File: src/rtl/qspi_pkg.sv
// qspi_pkg: shared types and constants for the quad-SPI initiator.
// Imported by qspi_master and qspi_clkgen.
package qspi_pkg;

  typedef enum logic [2:0] {
    IDLE,
    CMD,
    WDATA,
    TURN,
    RDATA,
    HOLD
  } state_t;

  localparam int         NIB_PER_BYTE = 2;
  localparam logic [3:0] OE_ALL       = 4'hF;

endpackage

File: src/rtl/qspi_clkgen.sv
// qspi_clkgen: QCK half-period divider with rise/fall ticks.
// Disabling it parks QCK low and restarts the half-period.
module qspi_clkgen #(
  parameter int CLK_DIV = 2
) (
  input  logic clk,
  input  logic rst_n,
  input  logic en,
  output logic qck,
  output logic rise,
  output logic fall
);
  import qspi_pkg::*;

  logic [15:0] cnt;
  logic        last;

  assign last = (cnt == 16'(CLK_DIV - 1));
  assign rise = en && last && !qck;
  assign fall = en && last && qck;

  always_ff @(posedge clk or negedge rst_n) begin
    if (!rst_n) begin
      cnt <= '0;
      qck <= 1'b0;
    end else if (!en) begin
      cnt <= '0;
      qck <= 1'b0;
    end else if (last) begin
      cnt <= '0;
      qck <= ~qck;
    end else begin
      cnt <= cnt + 16'd1;
    end
  end

endmodule

File: src/rtl/qspi_master.sv
// qspi_master: mode-0 quad-SPI initiator, opcode plus 0-255 bytes.
// QCK stalls low while tx is empty or rx is still held.
module qspi_master #(
  parameter int CLK_DIV      = 2,
  parameter int DUMMY_CYCLES = 2
) (
  input  logic       io_mainClk,
  input  logic       io_asyncReset_n,
  input  logic       io_cmd_valid,
  output logic       io_cmd_ready,
  input  logic [7:0] io_cmd_payload_opcode,
  input  logic       io_cmd_payload_read,
  input  logic [7:0] io_cmd_payload_length,
  input  logic       io_tx_valid,
  output logic       io_tx_ready,
  input  logic [7:0] io_tx_payload,
  output logic       io_rx_valid,
  input  logic       io_rx_ready,
  output logic [7:0] io_rx_payload,
  output logic       io_qspi_qss,
  output logic       io_qspi_qck,
  input  logic [3:0] io_qspi_qd_read,
  output logic [3:0] io_qspi_qd_write,
  output logic [3:0] io_qspi_qd_writeEnable,
  output logic       io_busy
);
  import qspi_pkg::*;

  state_t      state, state_n;
  logic [7:0]  sh, sh_n, cnt, cnt_n, rxb, rxb_n;
  logic [7:0]  dcnt, dcnt_n;
  logic [15:0] hcnt, hcnt_n;
  logic [3:0]  qd, qd_n, oe, oe_n;
  logic        nib, nib_n, rd, rd_n, pend, pend_n;
  logic        rxv, rxv_n, qss, qss_n;
  logic        busy, busy_n, crdy, crdy_n;
  logic        en, qck, rise, fall, last_nib, take;

  qspi_clkgen #(.CLK_DIV(CLK_DIV)) u_clk (
    .clk  (io_mainClk),
    .rst_n(io_asyncReset_n),
    .en   (en),
    .qck  (qck),
    .rise (rise),
    .fall (fall)
  );

  assign last_nib = (nib == 1'(NIB_PER_BYTE - 1));

  always_comb begin
    state_n = state;
    sh_n    = sh;
    cnt_n   = cnt;
    rxb_n   = rxb;
    dcnt_n  = dcnt;
    hcnt_n  = hcnt;
    qd_n    = qd;
    oe_n    = oe;
    nib_n   = nib;
    rd_n    = rd;
    pend_n  = pend;
    rxv_n   = rxv;
    qss_n   = qss;
    busy_n  = busy;
    en      = 1'b0;
    take    = 1'b0;
    if (rxv && io_rx_ready) rxv_n = 1'b0;
    unique case (state)
      IDLE: begin
        if (io_cmd_valid && crdy) begin
          state_n = CMD;
          sh_n    = io_cmd_payload_opcode;
          qd_n    = io_cmd_payload_opcode[7:4];
          oe_n    = OE_ALL;
          qss_n   = 1'b0;
          rd_n    = io_cmd_payload_read;
          cnt_n   = io_cmd_payload_length;
          nib_n   = 1'b0;
          pend_n  = 1'b0;
          busy_n  = 1'b1;
        end
      end
      CMD: begin
        en = 1'b1;
        if (fall) begin
          if (!last_nib) begin
            qd_n  = sh[3:0];
            nib_n = 1'b1;
          end else if (cnt == 8'd0) begin
            state_n = HOLD;
            oe_n    = '0;
            hcnt_n  = '0;
          end else if (rd) begin
            state_n = TURN;
            oe_n    = '0;
            dcnt_n  = '0;
          end else begin
            state_n = WDATA;
            if (io_tx_valid) take = 1'b1;
            else pend_n = 1'b1;
          end
        end
      end
      WDATA: begin
        if (pend) begin
          take = io_tx_valid;
        end else begin
          en = 1'b1;
          if (fall) begin
            if (!last_nib) begin
              qd_n  = sh[3:0];
              nib_n = 1'b1;
            end else begin
              cnt_n = cnt - 8'd1;
              if (cnt == 8'd1) begin
                state_n = HOLD;
                oe_n    = '0;
                hcnt_n  = '0;
              end else if (io_tx_valid) begin
                take = 1'b1;
              end else begin
                pend_n = 1'b1;
              end
            end
          end
        end
      end
      TURN: begin
        en = 1'b1;
        if (fall) begin
          if (dcnt == 8'(DUMMY_CYCLES - 1)) begin
            state_n = RDATA;
            nib_n   = 1'b0;
          end else begin
            dcnt_n = dcnt + 8'd1;
          end
        end
      end
      RDATA: begin
        // Park low before a new byte while the last one is unread.
        en = !(!nib && !qck && rxv);
        if (rise) begin
          sh_n = {sh[3:0], io_qspi_qd_read};
          if (!last_nib) begin
            nib_n = 1'b1;
          end else begin
            nib_n = 1'b0;
            rxb_n = {sh[3:0], io_qspi_qd_read};
            rxv_n = 1'b1;
            cnt_n = cnt - 8'd1;
          end
        end else if (fall && !nib && cnt == 8'd0) begin
          state_n = HOLD;
          hcnt_n  = '0;
        end
      end
      HOLD: begin
        hcnt_n = hcnt + 16'd1;
        if (hcnt == 16'(CLK_DIV - 1)) qss_n = 1'b1;
        if (hcnt == 16'(2 * CLK_DIV - 1)) begin
          state_n = IDLE;
          busy_n  = 1'b0;
        end
      end
      default: state_n = IDLE;
    endcase
    if (take) begin
      sh_n   = io_tx_payload;
      qd_n   = io_tx_payload[7:4];
      nib_n  = 1'b0;
      pend_n = 1'b0;
    end
    crdy_n = (state_n == IDLE);
  end

  always_ff @(posedge io_mainClk or negedge io_asyncReset_n) begin
    if (!io_asyncReset_n) begin
      state <= IDLE;
      sh    <= '0;
      cnt   <= '0;
      rxb   <= '0;
      dcnt  <= '0;
      hcnt  <= '0;
      qd    <= '0;
      oe    <= '0;
      nib   <= 1'b0;
      rd    <= 1'b0;
      pend  <= 1'b0;
      rxv   <= 1'b0;
      qss   <= 1'b1;
      busy  <= 1'b0;
      crdy  <= 1'b0;
    end else begin
      state <= state_n;
      sh    <= sh_n;
      cnt   <= cnt_n;
      rxb   <= rxb_n;
      dcnt  <= dcnt_n;
      hcnt  <= hcnt_n;
      qd    <= qd_n;
      oe    <= oe_n;
      nib   <= nib_n;
      rd    <= rd_n;
      pend  <= pend_n;
      rxv   <= rxv_n;
      qss   <= qss_n;
      busy  <= busy_n;
      crdy  <= crdy_n;
    end
  end

  assign io_cmd_ready           = crdy;
  assign io_tx_ready            = take;
  assign io_rx_valid            = rxv;
  assign io_rx_payload          = rxb;
  assign io_qspi_qss            = qss;
  assign io_qspi_qck            = qck;
  assign io_qspi_qd_write       = qd;
  assign io_qspi_qd_writeEnable = oe;
  assign io_busy                = busy;

endmodule

File: config.mk
export PLATFORM = sky130hd
export DESIGN_NAME = qspi_master
export DESIGN_NICKNAME = d
export VERILOG_FILES = /design/src/rtl/qspi_pkg.sv /design/src/rtl/qspi_clkgen.sv /design/src/rtl/qspi_master.sv
export SDC_FILE = /design/constraint.sdc
export NUM_CORES = 1
export LEC_CHECK = 0
export ABC_AREA = 1
export BUFFER_PORTS_ARGS = -buffer_cell sky130_fd_sc_hd__buf_4
export CAP_MARGIN = 20
export CORE_ASPECT_RATIO = 2
export CORE_MARGIN = 10
export CORE_UTILIZATION = 40
export DETAILED_ROUTE_END_ITERATION = 10
export GPL_ROUTABILITY_DRIVEN = 0
export SKIP_LAST_GASP = 1
export SLEW_MARGIN = 20
export SYNTH_ARGS = -nofsm -noshare
export SYNTH_HDL_FRONTEND = slang
export SYNTH_HIERARCHICAL = 1
export SYNTH_SLANG_ARGS = --single-unit
File: constraint.sdc
create_clock -name io_mainClk -period 3.25 [get_ports io_mainClk]
set_clock_uncertainty 0.15 [all_clocks]
set_input_delay 0.1625 -clock io_mainClk [delete_from_list [all_inputs] [get_ports io_mainClk]]
set_output_delay 0.1625 -clock io_mainClk [all_outputs]
set_load 0.01 [all_outputs]
# Word-level counts from Yosys, hierarchy flattened
# Index checks and enable logic that the tools add are counted.
[classes] n_reduce_logical=36 n_bitwise=1 n_mux=104 n_addsub=4 n_eq_ne=39
[op_table] operator="$mux 16" n=11
[op_table] operator="$mux 8" n=11
[op_table] operator="$mux 4" n=17
[op_table] operator="$pmux 16 s4" n=1
[op_table] operator="$mux 1" n=39
[op_table] operator="$mux 3" n=13
[op_table] operator="$ne 2x2->1 const B" n=18
[op_table] operator="$ne 3x3->1 const B" n=11
[op_table] operator="$add 16x1->16 const B" n=2
[op_table] operator="$eq 16x1->1 const B" n=2
[op_table] operator="$pmux 4 s3" n=2
[op_table] operator="$pmux 8 s3" n=1
[op_table] operator="$pmux 3 s6" n=1
[op_table] operator="$eq 16x2->1 const B" n=1
[op_table] operator="$eq 8x1->1 const B" n=2
[op_table] operator="$pmux 8 s2" n=1
[op_table] operator="$reduce_and 3->1" n=5
[op_table] operator="$reduce_and 7->1" n=2
[op_table] operator="$reduce_and 10->1" n=1
[op_table] operator="$logic_and 1x1->1" n=9
[op_table] operator="$reduce_and 9->1" n=1
[op_table] operator="$reduce_bool 3->1" n=3
[op_table] operator="$add 8x1->8 const B" n=1
[op_table] operator="$logic_not 8->1" n=1
[op_table] operator="18 further kinds" n=28
[word_totals] wordCells=201 inputBits=34 regBits=79 out_inout_bits=22

# Depth between registers and ports, before layout
[depth] word_depth=13 depth_mapped=18 mapped_depth_nobuf=18

# Hierarchy
# Netlist, hierarchy kept.
[modules_own_cells] mod="qspi_master" area_per_inst_um2=3643.5 n_inst=1 cells_per_inst=509 seq_area_each_um2=1477.7
[modules_own_cells] mod="qspi_clkgen" area_per_inst_um2=978.4 n_inst=1 cells_per_inst=133 seq_area_each_um2=425.4

# Worst setup path before layout
# OpenSTA, ideal clock, no wires.
[synth_timing] path_type="register to register" startpoint="register state[2]" endpoint="register sh[0]" setup_slack_ns=0.352 t_arrival_ns=2.625 path_buffers=1 setup_time_ns=0.123 period_less_slack_ns=2.898 path_stages_with_launch=16 required_time_ns=2.977 path_cell_list="dfrtp_1 inv_1 nand3_2 o221ai_1 inv_1 nor3_1 nand2_1 inv_1 nand2_1 nor2_1 nand2_1 nand3_2 nand2_4 buf_6 o21ai_0 nand2_1"
[synth_via] elab_chain_cells=10 elab_cells_between_ends=20 classes_between="6 x eq/ne; 7 x mux; 7 x reduce/logical"
[synth_rtl] item="start: declaration" line_no="qspi_master.sv:29" rtl="state_t state, state_n;"
[synth_rtl] item="start signal: assignment" line_no="qspi_master.sv:194" rtl="state <= state_n;"
[synth_rtl] item="$eq 3x2->1 or $eq 3x1->1 (tied branches)" line_no="qspi_master.sv:68" rtl="unique case (state)"
[synth_rtl] item="$reduce_or 2->1 (no source line)"
[synth_rtl] item="$pmux 1 s3 (*)" line_no="qspi_master.sv:68"
[synth_rtl] item="net en" line_no="qspi_master.sv:37" rtl="logic en, qck, rise, fall, last_nib, take;"
[synth_rtl] item="$logic_and 1x1->1 (*) (2 in series)" line_no="qspi_clkgen.sv:20" rtl="assign fall = en && last && qck;"
[synth_rtl] item="net fall" line_no="qspi_master.sv:37"
[synth_rtl] item="$mux 1" line_no="qspi_master.sv:109" rtl="if (fall) begin"
[synth_rtl] item="$mux 1" line_no="qspi_master.sv:105" rtl="if (pend) begin"
[synth_rtl] item="$pmux 1 s2 (*)" line_no="qspi_master.sv:68"
[synth_rtl] item="$ne 3x3->1 (no source line) or $reduce_bool 3->1 (tied branches)"
[synth_rtl] item="$reduce_and 3->1 (no source line)"
[synth_rtl] item="end signal: assignment" line_no="qspi_master.sv:195" rtl="sh <= sh_n;"
[synth_rtl] item="end: declaration" line_no="qspi_master.sv:30" rtl="logic [7:0] sh, sh_n, cnt, cnt_n, rxb, rxb_n;"
# Mark *: on every way through the listed nets, which the timed path passes. The rest lies on a longest branch.
# A chain may end at the register's enable or synchronous reset.

# Worst setup path in the final report
[layout_timing] startpoint="register state[2]" endpoint="output io_tx_ready"
[layout_via] elab_chain_cells=8 elab_cells_between_ends=12 classes_between="4 x eq/ne; 5 x mux; 3 x reduce/logical"
[layout_rtl] item="$eq 3x2->1 or $eq 3x1->1 (tied branches)" line_no="qspi_master.sv:68"
[layout_rtl] item="$reduce_or 2->1 (no source line)"
[layout_rtl] item="$pmux 1 s3 (*)" line_no="qspi_master.sv:68"
[layout_rtl] item="net en" line_no="qspi_master.sv:37"
[layout_rtl] item="$logic_and 1x1->1 (*) (2 in series)" line_no="qspi_clkgen.sv:20"
[layout_rtl] item="net fall" line_no="qspi_master.sv:37"
[layout_rtl] item="$mux 1" line_no="qspi_master.sv:109"
[layout_rtl] item="$mux 1" line_no="qspi_master.sv:105"
[layout_rtl] item="$pmux 1 s2 (*)" line_no="qspi_master.sv:68"
[layout_rtl] item="end: declaration" line_no="qspi_master.sv:15" rtl="output logic io_tx_ready,"
# Marks and branches as above.

==> impl_metrics.ini <==
[critical_path]
critPathSlowestCell = dfrtp_2
cp_max_fo = 17
cp-end-kind = output port
crit_path_max_incr_delay_ps = 470
path_common_cell = inv_1
arrival_ps = 2680
crit_required_ps = 2940
critPathKind = reg2out
crit_chain = inv_2 -> nand3_4 -> o221ai_2 -> inv_1 -> nor3_1 -> buf_4 -> nand2_2 -> inv_1 -> nand2_1 -> nor2_1 -> nand2_1 -> nand3_4 -> nand2_8 -> inv_1 -> buf_4
crit_path_start_kind = flop

[grt]
grt_first_pass_wirelength_um = 20600
grt_pass1_vias = 4573
grt_max_degree = 77
overflow = 0
antenna_found_initial = 0
grt_use_total = 0.155

[floorplanning]
core_um2 = 11300
initial_core_util = 0.410
die-height_um = 172
dieArea_um2 = 16500
die_w_um = 96.0
io_pins = 56
rows = 55

[yosys]
yosysMostFrequentCell = nand2_1
synth-edff-count = 0
synth_common_cells = nand2_1, dfrtp_1, inv_1, nor2_1, o21ai_0
ys_ff_latch = 76
async_flop_share = 1.00
syn-num-nets = 685
syn-instance-count = 642
syn-cell-area_um2 = 4620
synth.avg_cell_area_um2 = 7.20
yosysSeqAreaShare = 0.412
synth-main-ff-cell = dfrtp_1
synth_cell_types = 34
synthTopCellsByArea = dfrtp_1, nand2_1, o21ai_0
synth_top_area_share = 0.406
synth_area_leader_cell = dfrtp_1
yosys_warnings = 6

[detailed_routing]
viasPerCell = 5.08
drtAntennaViolNets = 0
drt_iter0_drc = 235
wl_um = 12400
drc_errors = 0
wl_per_cell_um = 14.2
first_pass_iters = 6
vias = 4417

[finish]
nNetsFinal = 765
fin_area_um2 = 5740
nFillCells = 1124
syn_to_final_growth_pct = 24.1
stdcell_count = 869
drive_gt1_frac = 0.154
antennaDiodeCount = 0
utilization = 0.508

[min_path]
hold_path_class = in2reg

[clock_network]
clock_sinks = 76
clock_latency_ps = 350
cts_tree = done
root_buffer = clkbuf_16
cts-htree-levels = 3
cts-buffers-inserted = 9
cts.clk_slew.worst_paths_ps = 60
clockBufferDepth = 2

[sta]
finalWorstPathRequiredPeriod_ps = 3000
finalHoldViolCount = 0
finalCritPeriodShare = 0.922
setup_tns_ps = 0
worst_slew_pin_slew_ps = 566
timing.fmax_ghz = 0.334
finalSetupViolCount = 0
slew_headroom = 0.621
maxSlewViolCount = 0

[power_and_ir_drop]
cellLeakagePower_nw = 2.77
vdd_ir_drop_max_v = 0.000317
fin_total_pwr_mw = 3.44
powerDensity_nw_per_um2 = 599

[run]
cap_violations = 0

[placement]
hpwlAfterDp_um = 9260
numPortBuffers = 55
placed_cell_area_um2 = 5160
placed_cells = 830

[status]
outcome = completed
## worst paths after layout
kind                                  startpoint     endpoint  slack (ps)  depth (start not counted)
min in group asynchronous        io_asyncReset_n      dcnt[2]         180                          2
worst min-delay path            io_tx_payload[1]        sh[1]          30                          4
worst max register to register          state[2]      hcnt[7]         490                         15
max in group asynchronous        io_asyncReset_n  io_qspi_qss        2110                          3
worst max-delay path                    state[2]  io_tx_ready         250                         15
worst min register to register       io_qspi_qss  io_qspi_qss         330                          2
## metrics by stage
step / hold slack (ps) / worst slack, ps
2_1_floorplan: -283 / 352
3_3_place_gp: 197 / 426
3_5_place_dp: 204 / 250
4_1_cts: 14.2 / 38.4
5_1_grt: 28.5 / -0.852
6_report: 27.1 / 255
## area by class of cell
class	instances	area [um2]	share of cell area
Timing Repair Buffer	82	678	0.118
Sequential cell	76	1910	0.332
Tap cell	142	178	0.0310
Clock buffer	9	225	0.0393
Inverter	78	298	0.0519
Clock inverter	7	80.1	0.0140
Multi-Input combinational cell	475	2370	0.414
## power breakdown
part | switching, mW | internal (mW)
combinational | 0.695 | 0.431
sequential | 0.149 | 1.12
clock | 0.434 | 0.606
## routing by layer
layer / up-vias / share of wire / wire length [um] / track usage
met5: - / 0 / 0 / 0
met3: 32 / 0.041 / 510 / 0.0339
li1: 2233 / - / - / -
met2: 101 / 0.55 / 6810 / 0.284
met1: 2051 / 0.38 / 4650 / 0.157
met4: 0 / 0.032 / 392 / 0.0767
## state kept, by name, summed over array words and instances, names as in the netlist
signal and count:
cnt 8, dcnt 8, hcnt 16, io_busy 1, io_cmd_ready 1, io_qspi_qd_write 4
io_qspi_qd_writeEnable 1, io_qspi_qss 1, io_rx_payload 8, io_rx_valid 1, last_nib 1, pend 1
rd 1, sh 4, state 3, u_clk/cnt 16, u_clk/qck 1
## cell usage in the layout, fill, tap and decap left out, types with 2 or more instances in the layout
master	instances
inv_4	2
clkinvlp_4	2
nor3_1	10
inv_1	73
or2_2	2
dfrtp_2	2
nand3_2	2
nor2_1	74
a21oi_1	9
ha_1	9
o21ai_1	13
nand2_2	10
xor2_1	16
dfrtp_1	73
o211ai_1	3
dlygate4sd3_1	20
nor2_4	2
o21ai_0	57
nand3b_1	2
nand2_1	181
nand3_1	40
inv_6	4
nand4_1	17
o31ai_1	5
xnor2_1	6
inv_2	3
nor4_1	2
a31oi_1	3
nand3_4	2
clkbuf_16	9
buf_4	61
o21bai_1	2
nor2_2	3
## cell families after synthesis
logic type,share of synthesized area
fa+ha+maj,0.0244
flops,0.412
compound gates,0.110
xor+xnor,0.0417
simple gates,0.331
buf+inv,0.0820
## timing repair
item | 4_1_cts | 5_1_grt
resized for setup | 1 | 9
hold buffers | 20 | 0
endpoints found under the setup margin | 1 | 21
hold endpoints to repair | 94 | 0
setup buffers | 0 | 2
## critical path, delay by kind of cell, from the launching register on
kind	cells	cell delay [ps]
and+or+nand+nor	8	1010
buffers and inverters	6	680
DFF	1	470
AOI/OAI and AO/OA	1	200
No activity file was read; power rests on OpenSTA's default activity.
